**src/rtl/accel_apb_ctrl.sv**
```systemverilog
//==============================================================================
// Module      : accel_apb_ctrl
// Description : APB4 host front end for the Keccak accelerator. It provides the
//               run-control registers and a word-addressed window onto RAM port a.
// Revision    : 1.0 - initial release
//==============================================================================
`timescale 1ns/1ps
`default_nettype none

package accel_apb_pkg;
    typedef logic [3:0] acc_state_t;
    typedef logic [3:0] acc_error_t;
endpackage

module accel_apb_ctrl
    import accel_apb_pkg::*;
#(
    parameter int APB_ADDR_WIDTH = 13,
    parameter int MEM_ADDR_WIDTH = 10,
    parameter int MEM_DATA_WIDTH = 32
) (
    input  logic                        clk,
    input  logic                        rst,
    input  logic                        PSEL,
    input  logic                        PENABLE,
    input  logic                        PWRITE,
    input  logic [APB_ADDR_WIDTH-1:0]   PADDR,
    input  logic [MEM_DATA_WIDTH-1:0]   PWDATA,
    input  logic [MEM_DATA_WIDTH/8-1:0] PSTRB,
    output logic [MEM_DATA_WIDTH-1:0]   PRDATA,
    output logic                        PREADY,
    output logic                        PSLVERR,
    output logic                        start,
    input  logic                        done,
    output logic                        output_length_byte,
    input  acc_state_t                  accel_state,
    input  acc_error_t                  accel_error,
    output logic                        mem_en,
    output logic                        mem_we,
    output logic [MEM_ADDR_WIDTH-1:0]   mem_addr,
    output logic [MEM_DATA_WIDTH/8-1:0] mem_be,
    output logic [MEM_DATA_WIDTH-1:0]   mem_wdata,
    input  logic [MEM_DATA_WIDTH-1:0]   mem_rdata,
    output logic                        irq
);

    localparam int                        c_OFF_W   = APB_ADDR_WIDTH - 3;
    localparam logic [c_OFF_W-1:0]        c_OFF_CTRL   = c_OFF_W'(0);
    localparam logic [c_OFF_W-1:0]        c_OFF_STATUS = c_OFF_W'(1);
    localparam logic [c_OFF_W-1:0]        c_OFF_IRQEN  = c_OFF_W'(2);
    localparam logic [c_OFF_W-1:0]        c_OFF_CYCLES = c_OFF_W'(3);
    localparam logic [MEM_DATA_WIDTH-1:0] c_CYC_ONE    = MEM_DATA_WIDTH'(1);

    typedef enum logic [0:0] {
        ST_IDLE    = 1'b0,
        ST_RD_WAIT = 1'b1
    } state_t;

    state_t                      r_state;
    logic                        r_start;
    logic                        r_olb;
    logic                        r_done_flag;
    logic                        r_irq_en;
    logic [MEM_DATA_WIDTH-1:0]   r_cycles;

    logic                        w_access;
    logic                        w_win;
    logic [c_OFF_W-1:0]          w_offset;
    logic                        w_win_blocked;
    logic                        w_ram_go;
    logic                        w_reg_acc;
    logic                        w_reg_wr;
    logic                        w_ctrl_wr;
    logic                        w_ctrl_err;
    logic                        w_launch;
    logic                        w_status_w1c;
    logic                        w_irqen_wr;
    logic [MEM_DATA_WIDTH-1:0]   w_reg_rdata;
    logic                        w_unused;

    // New access phases are only decoded in IDLE; RD_WAIT finishes the read already in flight.
    assign w_access      = PSEL & PENABLE & (r_state == ST_IDLE);
    assign w_win         = PADDR[APB_ADDR_WIDTH-1];
    assign w_offset      = PADDR[APB_ADDR_WIDTH-2:2];
    assign w_win_blocked = w_access & w_win & r_start;
    assign w_ram_go      = w_access & w_win & ~r_start;
    assign w_reg_acc     = w_access & ~w_win;
    assign w_reg_wr      = w_reg_acc & PWRITE;
    assign w_ctrl_wr     = w_reg_wr & (w_offset == c_OFF_CTRL);
    assign w_ctrl_err    = w_ctrl_wr & r_start;
    assign w_launch      = w_ctrl_wr & ~r_start & PWDATA[0];
    assign w_status_w1c  = w_reg_wr & (w_offset == c_OFF_STATUS) & PWDATA[1];
    assign w_irqen_wr    = w_reg_wr & (w_offset == c_OFF_IRQEN);

    assign w_unused = ^{PADDR[1:0], PWDATA[MEM_DATA_WIDTH-1:2]};

    assign start              = r_start;
    assign output_length_byte = r_olb;
    assign irq                = r_done_flag & r_irq_en;

    assign mem_en    = w_ram_go;
    assign mem_we    = w_ram_go & PWRITE;
    assign mem_addr  = PADDR[MEM_ADDR_WIDTH+1:2];
    assign mem_wdata = PWDATA;
    assign mem_be    = PWRITE ? PSTRB : '1;

    always_comb begin
        w_reg_rdata = '0;
        case (w_offset)
            c_OFF_CTRL: begin
                w_reg_rdata[0] = r_start;
                w_reg_rdata[1] = r_olb;
            end
            c_OFF_STATUS: begin
                w_reg_rdata[0]                         = r_start;
                w_reg_rdata[1]                         = r_done_flag;
                w_reg_rdata[8 +: $bits(acc_state_t)]   = accel_state;
                w_reg_rdata[16 +: $bits(acc_error_t)]  = accel_error;
            end
            c_OFF_IRQEN:  w_reg_rdata[0] = r_irq_en;
            c_OFF_CYCLES: w_reg_rdata    = r_cycles;
            default:      w_reg_rdata    = '0;
        endcase
    end

    always_comb begin
        PREADY  = 1'b0;
        PSLVERR = 1'b0;
        PRDATA  = '0;
        if (r_state == ST_RD_WAIT) begin
            PREADY = 1'b1;
            PRDATA = mem_rdata;
        end else if (w_access) begin
            // A permitted RAM read is the only IDLE access that inserts a wait state.
            PREADY  = ~(w_ram_go & ~PWRITE);
            PSLVERR = w_win_blocked | w_ctrl_err;
            if (w_reg_acc && !PWRITE) begin
                PRDATA = w_reg_rdata;
            end
        end
    end

    always_ff @(posedge clk) begin
        if (rst) begin
            r_state     <= ST_IDLE;
            r_start     <= 1'b0;
            r_olb       <= 1'b0;
            r_done_flag <= 1'b0;
            r_irq_en    <= 1'b0;
            r_cycles    <= '0;
        end else begin
            case (r_state)
                ST_IDLE: begin
                    if (w_ram_go && !PWRITE) begin
                        r_state <= ST_RD_WAIT;
                    end
                end
                ST_RD_WAIT: r_state <= ST_IDLE;
                default:    r_state <= ST_IDLE;
            endcase

            if (r_start && (r_cycles != '1)) begin
                r_cycles <= r_cycles + c_CYC_ONE;
            end

            // The clear comes first so a run ending in the same cycle keeps the flag set.
            if (w_status_w1c) begin
                r_done_flag <= 1'b0;
            end
            if (r_start && done) begin
                r_start     <= 1'b0;
                r_done_flag <= 1'b1;
            end

            if (w_ctrl_wr && !r_start) begin
                r_olb <= PWDATA[1];
            end
            if (w_launch) begin
                r_start     <= 1'b1;
                r_cycles    <= '0;
                r_done_flag <= 1'b0;
            end

            if (w_irqen_wr) begin
                r_irq_en <= PWDATA[0];
            end
        end
    end

endmodule

`default_nettype wire

```
**config.mk**
```make
export PLATFORM = sky130hd
export DESIGN_NAME = accel_apb_ctrl
export DESIGN_NICKNAME = d
export VERILOG_FILES = /design/src/rtl/accel_apb_ctrl.sv
export SDC_FILE = /design/constraint.sdc
export NUM_CORES = 1
export LEC_CHECK = 0
export CORE_MARGIN = 8
export CORE_UTILIZATION = 64
export DETAILED_ROUTE_END_ITERATION = 8
export DONT_BUFFER_PORTS = 1
export PLACE_DENSITY = 0.8
export SYNTH_ARGS = -nofsm -noshare
export SYNTH_HDL_FRONTEND = slang
export SYNTH_SLANG_ARGS = --single-unit
```
**constraint.sdc**
```tcl
create_clock -name clk -period 2.9 [get_ports clk]
set_input_delay 0.725 -clock clk [delete_from_list [all_inputs] [get_ports clk]]
set_output_delay 0.725 -clock clk [all_outputs]
set_load 0.05 [all_outputs]
```
Word level (Yosys, flattened, before mapping)

Index checks and enable logic that the tools add are counted.

Output and inout bits: 85
Input port bits: 95
Bits in registers: 37
Logic and storage cells: 67

Multiplexer cells: 21
Bitwise operators: 23
Reduce and logical (&&, ||, !) cells: 12
Eq/ne operators: 4
Add/sub/neg operators: 1

Operators by type and width:

| operator                                                                | number |
|---|---|
| 32-bit two-way mux                                                      | 3 |
| 32-bit by 1-bit adder with 32-bit output (second input constant)        | 1 |
| 32-bit != test (second input constant)                                  | 1 |
| 10-bit by 2-bit equality test with 1-bit output (second input constant) | 2 |
| 1-bit bitwise AND                                                       | 17 |
| 4-bit one-hot mux with 2 select lines                                   | 2 |
| 12-bit two-way mux                                                      | 1 |
| 10-bit by 1-bit equality test with 1-bit output (second input constant) | 1 |
| 10-bit logical NOT                                                      | 1 |
| 1-bit two-way mux                                                       | 9 |
| 4-bit two-way mux                                                       | 2 |
| 6-bit two-way mux                                                       | 1 |
| 1-bit one-hot mux with 3 select lines                                   | 2 |
| 1-bit logical AND                                                       | 5 |
| 1-bit inverter                                                          | 5 |
| 2-bit nonzero test                                                      | 2 |
| 2-bit OR reduction                                                      | 2 |
| 1-bit logical NOT                                                       | 2 |
| 1-bit one-hot mux with 2 select lines                                   | 1 |
| 1-bit OR                                                                | 1 |

Depth between registers and ports, before layout

Gate-level depths: netlist (run 1).

Depth after elaboration: 9
Mapped depth: 8
Mapped depth without buffers: 6

Least setup slack after synthesis (run 1)

Ideal clock, no wire load.

Path type: input -> output
From: input port PADDR[5]
To: output port PRDATA[1]
Data arrival time: 2569 ps
Cell stages on the path: 5
Slack: -394 ps
Required time: 2175 ps
Path through: nor4_2 -> nand3_1 -> o21ai_0 -> a22oi_1 -> o21ai_0

Word-level cells in the longest chain between the ends: 5

RTL lines:

| item                                                                    | RTL line | text |
|---|---|---|
| start, declared                                                         | 27       | `input logic [APB_ADDR_WIDTH-1:0] PADDR,` |
| 10-bit by 2-bit equality test with 1-bit output (tied with other cells) | 109      | `case (w_offset)` |
| 1-bit one-hot mux with 3 select lines (*)                               | 109      |  |
| 32-bit two-way mux (*)                                                  | 137      | `if (w_reg_acc && !PWRITE) begin` |
| 32-bit two-way mux (*)                                                  | 133      | `end else if (w_access) begin` |
| 32-bit two-way mux (*)                                                  | 130      | `if (r_state == ST_RD_WAIT) begin` |
| end, declared                                                           | 30       | `output logic [MEM_DATA_WIDTH-1:0] PRDATA,` |

Mark *: on every way between the ends. The rest lies on a longest branch, timed or not.

Final worst setup path (run 1)

From: input port PSEL
To: output port PRDATA[30]

Word-level cells in the longest chain between the ends: 7

RTL lines:

| item                               | RTL line | text |
|---|---|---|
| start, declared                    | 24       | `input logic PSEL,` |
| 1-bit bitwise AND (*) (2 in a row) | 82       | `assign w_access = PSEL & PENABLE & (r_state == ST_IDLE);` |
| 1-bit bitwise AND                  | 87       | `assign w_reg_acc = w_access & ~w_win;` |
| 1-bit logical AND                  | 137      |  |
| 32-bit two-way mux                 | 137      |  |
| 32-bit two-way mux (*)             | 133      |  |
| 32-bit two-way mux (*)             | 130      |  |

Marked as above.

==> summary.md, run 1 <==
| Metric | Value |
|---|---|
| Critical path fanouts, max | `11` |
| Pre-CTS setup slack | `about 0.025 ns` |
| Seq cells post-synth | `37` |
| Leak | `1.17 nW` |
| CP Buf/Inv Count | `3` |
| Final setup violating endpoints | `0` |
| WP data arrival | `2.13 ns` |
| Worst path slowest cell | `nor4bb_4` |
| Commonest cells after routing, fill and taps aside | `dfxtp_1 (37), nand2_1 (33), buf_12 (24)` |
| GRT Util Overall | `0.235` |
| Final instance area | `3410 sq um` |
| Clk root buf | `clkbuf_8` |
| Avg WL per Cell | `22.2 um` |
| Layout net count | `446` |
| Vias in the first global route | `2771` |
| Post-synthesis instance area | `2870 sq um` |
| Diodes inserted | `0` |
| PortBufs | `0` |
| Commonest non-fill, non-tap cell in the layout | `dfxtp_1` |
| Final Max Tran Viols | `0` |
| Setup crit start kind | `input port` |
| IO Pins | `180` |
| Synth Warn # | `0` |
| CTS tree | `built` |
| Core ar. | `4350 sq um` |
| Maxcap violations | `0` |
| Worst-path clk slew | `0.07 ns` |
| Worst relative slew slack | `0.568` |
| Fmax | `350 MHz` |
| Worst setup EP type | `output pin` |
| Unrepaired setup endpoints after global routing | `yes` |
| Congestion Overflow GR | `0` |
| Dominant synthesized flop cell | `dfxtp_1` |
| Die area | `6890 sq um` |
| Routed WL | `between 8000 and 9000 um` |
| Starting density of the core | `0.660` |
| Unique masters post-synth | `53` |
| Initial antenna violation count | `0` |
| CP required | `2.17 ns` |
| FFs w/ async S/R, synth | `0` |
| Largest net degree at the start of global routing | `35` |
| Avg Inst Size Synth | `between 7 and 8 sq um` |
| CTS Buf Count | `5` |
| Post-Syn Nets | `457` |
| Layout area overhead | `18.6%` |
| Worst-Skew Late Latency | `0.29 ns` |
| Number of flops mapped to enable cells by yosys | `0` |
| Post-synthesis sequential area ratio | `0.258` |
| Antenna Violating Nets Remaining | `0` |
| Via count | `2898` |
| Detailed placement HPWL | `6390 um` |
| Crit path kind | `in2out` |
| Fin crit share | `0.986` |
| Number of vias per cell | `~7.2` |
| Worst setup margin | `0.0408 ns` |
| DIE HEIGHT | `83.0 um` |
| Crit path cell chain | `nor4bb_4, buf_4, nand4b_1, nor2_4, buf_8, a22o_1, buf_12` |
| Drt drc | `0` |
| Post-route minimum period | `2.86 ns` |
| Power density over the cells | `313 nW/um^2` |
| First-pass GRT wire length | `14100 um` |
| Hold Fails Final Rpt | `0` |
| Clock Path Buffers | `2` |
| Largest stage delay, worst path | `about 0.25 ns` |
| Layout cells sized above 1 | `0.254` |
| Starting DRT DRC Count | `283` |
| Number of fill cells in the layout | `284` |
| Placed cell areas | `3150 sq um` |
| First-pass DRT Iterations | `5` |
| Post-synthesis instance total | `361` |
| Status | `complete, no violations` |
| H-tree depth | `2` |
| Setup Skew | `approximately 0.0037 ns` |
| Die width | `between 80 and 90 um` |
| HP Class | `in2reg` |
| Worst VDD drop | `0.398 mV` |
| Row count | `24` |
| TritonCTS Sinks | `37` |
| GP Congestion | `between 0.8 and 0.9` |
| Hold buffers post-CTS | `0` |
| Largest delay contributor family on the critical path | `simple AND/OR/NAND/NOR gates` |
| Worst-margin pin slew | `about 0.65 ns` |
==> registers in the layout, indices dropped and copies added, names as in the netlist <==
signal	flops
r_cycles	32
output_length_byte	1
r_done_flag	1
r_state	1
r_irq_en	1
start	1
==> stage by stage <==
| stage | power [mW] | utilization | hold slack [ns] | std cells | setup TNS, ns |
|---|---|---|---|---|---|
| floorplan | 0.738 | - | 0.462 | 361 | -0.0162 |
| global placement | 0.603 | 0.723 | 0.486 | 394 | 0 |
| detailed placement | 0.605 | 0.723 | 0.502 | 394 | 0 |
| CTS | 1.06 | 0.750 | 0.496 | 402 | 0 |
| global route | 1.09 | 0.783 | 0.490 | 403 | -0.612 |
| finish | 1.07 | 0.783 | 0.495 | 403 | 0 |
==> worst reg2reg max path, delay by kind of cell, from the launching register on <==
family | cells | cell delay, ns
compound gates | 1 | 0.05
fa+ha+maj | 1 | 0.24
flops | 1 | 0.46
simple gates | 4 | 1.44
==> path summary, 6_finish.rpt <==
check                    from           end  slack, ns  cells past startpoint
setup / recovery         PSEL    PRDATA[30]       0.04                      7
hold / removal            rst         start       0.49                      1
setup reg to reg  r_cycles[0]  r_cycles[31]       0.58                      6
hold reg to reg   r_done_flag   r_done_flag       0.52                      2
==> cell families after synthesis <==
kind of cell	synth area share
compound gates	0.227
xor+xnor	0.0122
fa+ha+maj	0.00435
buf+inv	0.151
flops	0.258
mux	0.00697
simple gates	0.341
==> cells in the mapped netlist, types with 9 or more instances <==
cell,n,area (sq um)
nand3_1,10,50.1
nand4_1,17,106
nor2_1,14,52.6
a21oi_1,23,115
a22oi_1,9,67.6
or3_1,17,106
nand2_1,41,154
dfxtp_1,37,741
buf_4,45,338
o21ai_0,19,95.1
a22o_1,22,193
or4_1,9,67.6
==> where the power goes <==
group          total [mW]  switching (mW)  internal, mW
clock network       0.470           0.189         0.280
logic              0.0898          0.0583        0.0314
registers           0.508        0.000275         0.508
==> metal layers <==
metal,part of all wire,wire [um],vias up,GRT usage
li1,-,-,1297,-
met3,0.10,903,31,0.0771
met2,0.49,4390,207,0.385
met1,0.38,3390,1363,0.274
met5,0,0,-,0
met4,0.029,257,0,0.0990
==> area by class of cell <==
type	count	area, sq um	area share
Sequential cell	37	741	0.217
Timing Repair Buffer	41	619	0.182
Clock inverter	1	30.0	0.00881
Multi-Input combinational cell	260	1850	0.542
Tap cell	52	65.1	0.0191
Inverter	5	18.8	0.00550
Clock buffer	7	86.3	0.0253
==> timing repair <==
| item | in CTS | in global routing |
|---|---|---|
| endpoints found under the setup margin | 0 | 30 |
| resized for setup | 0 | 25 |
| buffers inserted | 0 | 1 |
No activity file was read; power rests on OpenSTA's default activity.
==> inputs of run 2 (changes only) <==
--- a/config.mk
+++ b/config.mk
@@ -7,3 +7,3 @@
 export LEC_CHECK = 0
-export CORE_MARGIN = 8
+export CORE_MARGIN = 2
 export CORE_UTILIZATION = 64
==> constraint.sdc (replaced) <==
create_clock -name clk -period 2.9 [get_ports clk]
set_input_delay 0.29 -clock clk [delete_from_list [all_inputs] [get_ports clk]]
set_output_delay 0.29 -clock clk [all_outputs]
set_load 0.05 [all_outputs]
==> run 2 against run 1 <==
Against the previous run: clock-buffer cell count is the same; core utilization shrank 3.1 points; flip-flop and latch count did not move; largest power group unchanged.
==> summary.md, run 2 (same netlist as run 1, synthesis figures left out) <==
| Metric | Value |
|---|---|
| Starting density of the core | `0.660` |
| Number of flip-flops in the largest register | `32` |
| CTS tree | `built` |
| Diodes inserted | `0` |
| Maxcap violations | `0` |
| Number of vias per cell | `7.15` |
| Hold Fails Final Rpt | `0` |
| TritonCTS Sinks | `37` |
| Setup crit start kind | `flip-flop` |
| Detailed placement HPWL | `5960 um` |
| HP Class | `in2reg` |
| Worst relative slew slack | `0.527` |
| Initial antenna violation count | `0` |
| PortBufs | `0` |
| PnR Total Power | `roughly 0.96 mW` |
| Internal | `between 0.7 and 0.8 mW` |
| CTS Buf Count | `5` |
| Worst path slowest cell | `nor4bb_1` |
| First-pass DRT Iterations | `5` |
| Largest net degree at the start of global routing | `35` |
| Clock share of power | `0.383` |
| Fmax | `approximately 370 MHz` |
| Number of fill cells in the layout | `between 300 and 400` |
| Reg area | `741 sq um` |
| Row count | `24` |
| Layout net count | `around 440` |
| Layout area overhead | `13.9%` |
| Worst setup EP type | `output pin` |
| Routed WL | `7940 um` |
| Setup crit start | `r_state` |
| IO Pins | `180` |
| Setup Skew | `0.00452 ns` |
| Switching pwr | `0.234 mW` |
| Fin crit share | `0.933` |
| Worst-Skew Late Latency | `between 0.2 and 0.3 ns` |
| Antenna Violating Nets Remaining | `0` |
| Crit path cell chain | `nor4bb_1, nand4b_1, nor3b_2, a22oi_1, nand2_1, buf_12` |
| Power density over the cells | `293 nW/um^2` |
| Congestion Overflow GR | `0` |
| Setup TNS | `0 ns` |
| Layout cells sized above 1 | `0.187` |
| Commonest non-fill, non-tap cell in the layout | `nand2_1` |
| Drt drc | `0` |
| Clock Path Buffers | `2` |
| Crit path kind | `reg2out` |
| Setup bufs post-CTS | `0` |
| Status | `complete, no violations` |
| Leak | `1.13 nW` |
| WP data arrival | `2.42 ns` |
| Unrepaired setup endpoints after global routing | `no` |
| Critical path fanouts, max | `8` |
| Final instance area | `about 3300 sq um` |
| Worst-margin pin slew | `0.709 ns` |
| Number of gates given a new drive strength after cts | `0` |
| Final setup violating endpoints | `0` |
| Largest stage delay, worst path | `0.53 ns` |
| First-pass GRT wire length | `12600 um` |
| Reg with most FFs | `r_cycles` |
| Commonest cells after routing, fill and taps aside | `nand2_1 (41), dfxtp_1 (37), buf_12 (30)` |
| GP Congestion | `0.909` |
| Starting DRT DRC Count | `about 320` |
| Clk root buf | `clkbuf_8` |
| Sequential fraction of design power | `0.530` |
| Worst VDD drop | `0.204 mV` |
| Largest delay contributor family on the critical path | `simple AND/OR/NAND/NOR gates` |
| Logic pwr share | `0.087` |
| Worst-path clk slew | `0.07 ns` |
| Reg-to-reg startpoint | `r_cycles[1]` |
| Final Max Tran Viols | `0` |
| H-tree depth | `2` |
| Placed cell areas | `3190 sq um` |
| Footprint of the multi-input gates | `approximately 1700 sq um` |
| CP required | `2.61 ns` |
| Hold buffers post-CTS | `0` |
| CP Buf/Inv Count | `1` |
| Die area | `approximately 5000 sq um` |
| Core ar. | `4350 sq um` |
| DIE HEIGHT | `71.0 um` |
| Vias in the first global route | `2641` |
| Hold_sp | `rst` |
| Post-route minimum period | `2.71 ns` |
| Die width | `approximately 71 um` |
| GRT Util Overall | `0.307` |
| Avg WL per Cell | `about 20 um` |
| Sw Share | `0.244` |
| Via count | `2852` |
==> run 2: changes by cell type in the layout (fill, tap and decap cells not counted), moves of 3 or more <==
cell     previous run  this run
a22o_1             19        22
a22o_4              3         0
a22oi_1             1         9
a22oi_2             8         0
buf_12             24        30
buf_4              15         8
nand2_1            33        41
nand2_4             8         0
==> run 2: layout make-up <==
type	count	share of cell area
flip-flops and latches	37	0.226
multi-input cells	260	0.520
clock buffers	7	0.0264
well taps	52	0.0199
inverters	5	0.00573
repair buffers	38	0.202
==> run 2: worst paths after layout <==
| kind | endpoint | slack (ns) | cells after the start |
|---|---|---|---|
| setup / recovery | PRDATA[17] | 0.19 | 6 |
| hold / removal | r_irq_en | 0.06 | 1 |
| hold reg to reg | r_cycles[31] | 0.53 | 2 |
| setup reg to reg | r_cycles[21] | 0.56 | 6 |
==> run 2: stage by stage <==
stage / cells / worst slack (ns) / hold slack [ns] / utilization
6_report: 399 / 0.193 / 0.0640 / 0.752
3_5_place_dp: 392 / 0.544 / 0.368 / 0.732
5_1_grt: 399 / 0.0360 / 0.0594 / 0.752
2_1_floorplan: 361 / 0.463 / 0.362 / -
4_1_cts: 399 / 0.233 / 0.0657 / 0.752
3_3_place_gp: 392 / 0.609 / 0.364 / 0.732
==> run 2: power by group through the flow <==
stage          clock network, mW  registers, mW  logic (mW)
2_1_floorplan                  0          0.520       0.218
3_3_place_gp                   0          0.520      0.0828
3_5_place_dp                   0          0.520      0.0837
4_1_cts                    0.362          0.508      0.0839
5_1_grt                    0.384          0.508      0.0872
6_report                   0.367          0.508      0.0839
==> run 2: worst reg2reg max path: stages, from the launching register on <==
cell and delay [ns]:
dfxtp_1 0.44, ha_1 0.23, nand4_1 0.13, or3_1 0.54, nor4_4 0.59, or3_1 0.22
a21oi_2 0.05
==> run 2: routing by layer <==
metal / part of all wire / up-vias / track usage
met5: 0 / - / 0
met3: 0.10 / 21 / 0.0940
li1: - / 1284 / -
met4: 0.016 / 0 / 0.0818
met2: 0.50 / 201 / 0.519
met1: 0.38 / 1346 / 0.380
==> inputs of run 3 (changes only) <==
- CELL_PAD_IN_SITES_DETAIL_PLACEMENT: default -> 0
- CELL_PAD_IN_SITES_GLOBAL_PLACEMENT: default -> 1
- CORE_UTILIZATION: 64 -> 43
- PLACE_DENSITY: 0.8 -> 0.86
==> run 3 against run 2 <==
Against the previous run: the run now ends with design-rule violations left; clock skew rose by 0.0028 ns; flip-flop and latch count did not move; power rose by 0.14%; maximum frequency rose by 5.4%; wire length fell by 0.83%; clock power barely moved; design area rose by 1.6%; sequential share of layout area fell by 0.35 points; combinational power rose by 2.7%; register-to-register slack improved by 0.10 ns; largest power group unchanged.
==> summary.md, run 3 (same netlist as run 1, synthesis figures left out) <==
| Metric | Value |
|---|---|
| Number of fill cells in the layout | `around 640` |
| Setup crit start kind | `flip-flop` |
| Die width | `85.8 um` |
| Drt drc | `15` |
| Largest delay contributor family on the critical path | `simple AND/OR/NAND/NOR gates` |
| Initial antenna violation count | `0` |
| Detailed placement HPWL | `5840 um` |
| Leak | `1.14 nW` |
| CTS Buf Count | `5` |
| Worst path slowest cell | `nor4bb_2` |
| Final core utilization | `0.518` |
| Final setup violating endpoints | `0` |
| Worst-Skew Late Latency | `0.29 ns` |
| Power density over the cells | `289 nW/um^2` |
| Unrepaired setup endpoints after global routing | `no` |
| Placed cell areas | `3230 sq um` |
| Largest net degree at the start of global routing | `35` |
| Status | `finished, violations left` |
| Core ar. | `6420 sq um` |
| Fin crit share | `0.886` |
| Diodes inserted | `0` |
| Layout cells sized above 1 | `0.193` |
| Maxcap violations | `0` |
| Reg with most FFs | `r_cycles` |
| Critical path fanouts, max | `8` |
| First-pass GRT wire length | `12700 um` |
| Vias in the first global route | `2689` |
| Max layer used | `met4` |
| Worst VDD drop | `0.121 mV` |
| Number of vias per cell | `6.38` |
| Min Hold Slack | `0.0630 ns` |
| Worst-path clk slew | `0.07 ns` |
| Setup TNS | `0 ns` |
| Final Max Tran Viols | `0` |
| DR WL met3 | `577 um` |
| Largest stage delay, worst path | `0.46 ns` |
| Fmax | `389 MHz` |
| Hold Crit Depth | `1` |
| Via count | `between 2000 and 3000` |
| TritonCTS Sinks | `37` |
| CP Buf/Inv Count | `1` |
| Commonest non-fill, non-tap cell in the layout | `nand2_1` |
| WL met2 | `between 4000 and 5000 um` |
| Routed WL | `around 7900 um` |
| Crit path kind | `reg2out` |
| CP required | `2.61 ns` |
| Worst r2r path cells | `6` |
| Worst relative slew slack | `0.578` |
| First-pass DRT Iterations | `9` |
| Reg area | `741 sq um` |
| Layout net count | `444` |
| CP Depth | `6` |
| Layout area overhead | `15.7%` |
| Congestion Overflow GR | `0` |
| GP Congestion | `0.827` |
| Starting DRT DRC Count | `approximately 240` |
| Setup Skew | `0.00729 ns` |
| Met1 wire length | `3080 um` |
| DIE HEIGHT | `85.8 um` |
| Post-route minimum period | `2.57 ns` |
| GRT Util Overall | `0.214` |
| Clock Path Buffers | `2` |
| Commonest cells after routing, fill and taps aside | `nand2_1 (41), dfxtp_1 (37), buf_12 (30)` |
| Worst-margin pin slew | `~0.63 ns` |
| Final instance area | `3330 sq um` |
| Row count | `29` |
| Footprint of the multi-input gates | `1720 sq um` |
| Avg WL per Cell | `18.5 um` |
| Number of flip-flops in the largest register | `32` |
| Antenna Violating Nets Remaining | `0` |
| Setup bufs post-CTS | `0` |
| Die area | `around 7400 sq um` |
| Starting density of the core | `0.447` |
| HP Class | `in2reg` |
| Worst setup EP type | `output pin` |
| Hold Fails Final Rpt | `0` |
| FF-to-FF setup slack | `0.66 ns` |
| PortBufs | `0` |
| Clk root buf | `clkbuf_8` |
| Crit path cell chain | `nor4bb_2, nand4b_1, nor3b_4, a22oi_1, nand2_1, buf_12` |
| Failing checks | `design-rule violations` |
| IO Pins | `180` |
| H-tree depth | `2` |
| CTS tree | `built` |
| WP data arrival | `2.28 ns` |
==> run 3: cell types whose count changed in the layout (fill, tap and decap cells not counted), sizes merged <==
cell  delta
buf      +1
==> run 3: where the power goes <==
group | internal, mW | switching [mW] | leakage, nW | total (mW)
clock | 0.189 | 0.178 | 0.0443 | 0.366
sequential | 0.508 | 0.000192 | 0.298 | 0.508
combinational | 0.0298 | 0.0564 | 0.798 | 0.0862
==> run 3: worst paths after layout <==
path / startpoint / end
setup / recovery: r_state / PRDATA[10]
setup reg to reg: r_cycles[0] / r_cycles[21]
hold / removal: rst / output_length_byte
hold reg to reg: r_done_flag / r_done_flag
==> run 3: final cells by class <==
cell class	count	share of cell area
multi-input cells	260	0.516
repair buffers	39	0.201
well taps	77	0.0290
inverters	5	0.00564
flip-flops and latches	37	0.223
clock buffers	7	0.0260
==> run 3: through the flow <==
step	instances	setup slack (ns)	power, mW
after floorplan	361	0.463	0.738
after global placement	418	0.529	0.605
after detailed placement	418	0.411	0.605
after CTS	425	0.0833	0.971
after global routing	425	0.118	0.995
final	425	0.331	0.961
==> run 3: timing repair <==
action / CTS / global route
resized for setup: 0 / 2
setup endpoints to repair: 0 / 8
hold buffers: 0 / 0
==> run 3: routing by layer <==
layer	global-route usage	vias up
li1	-	1290
met5	0	-
met3	0.0568	12
met2	0.389	130
met4	0.0750	0
met1	0.240	1280
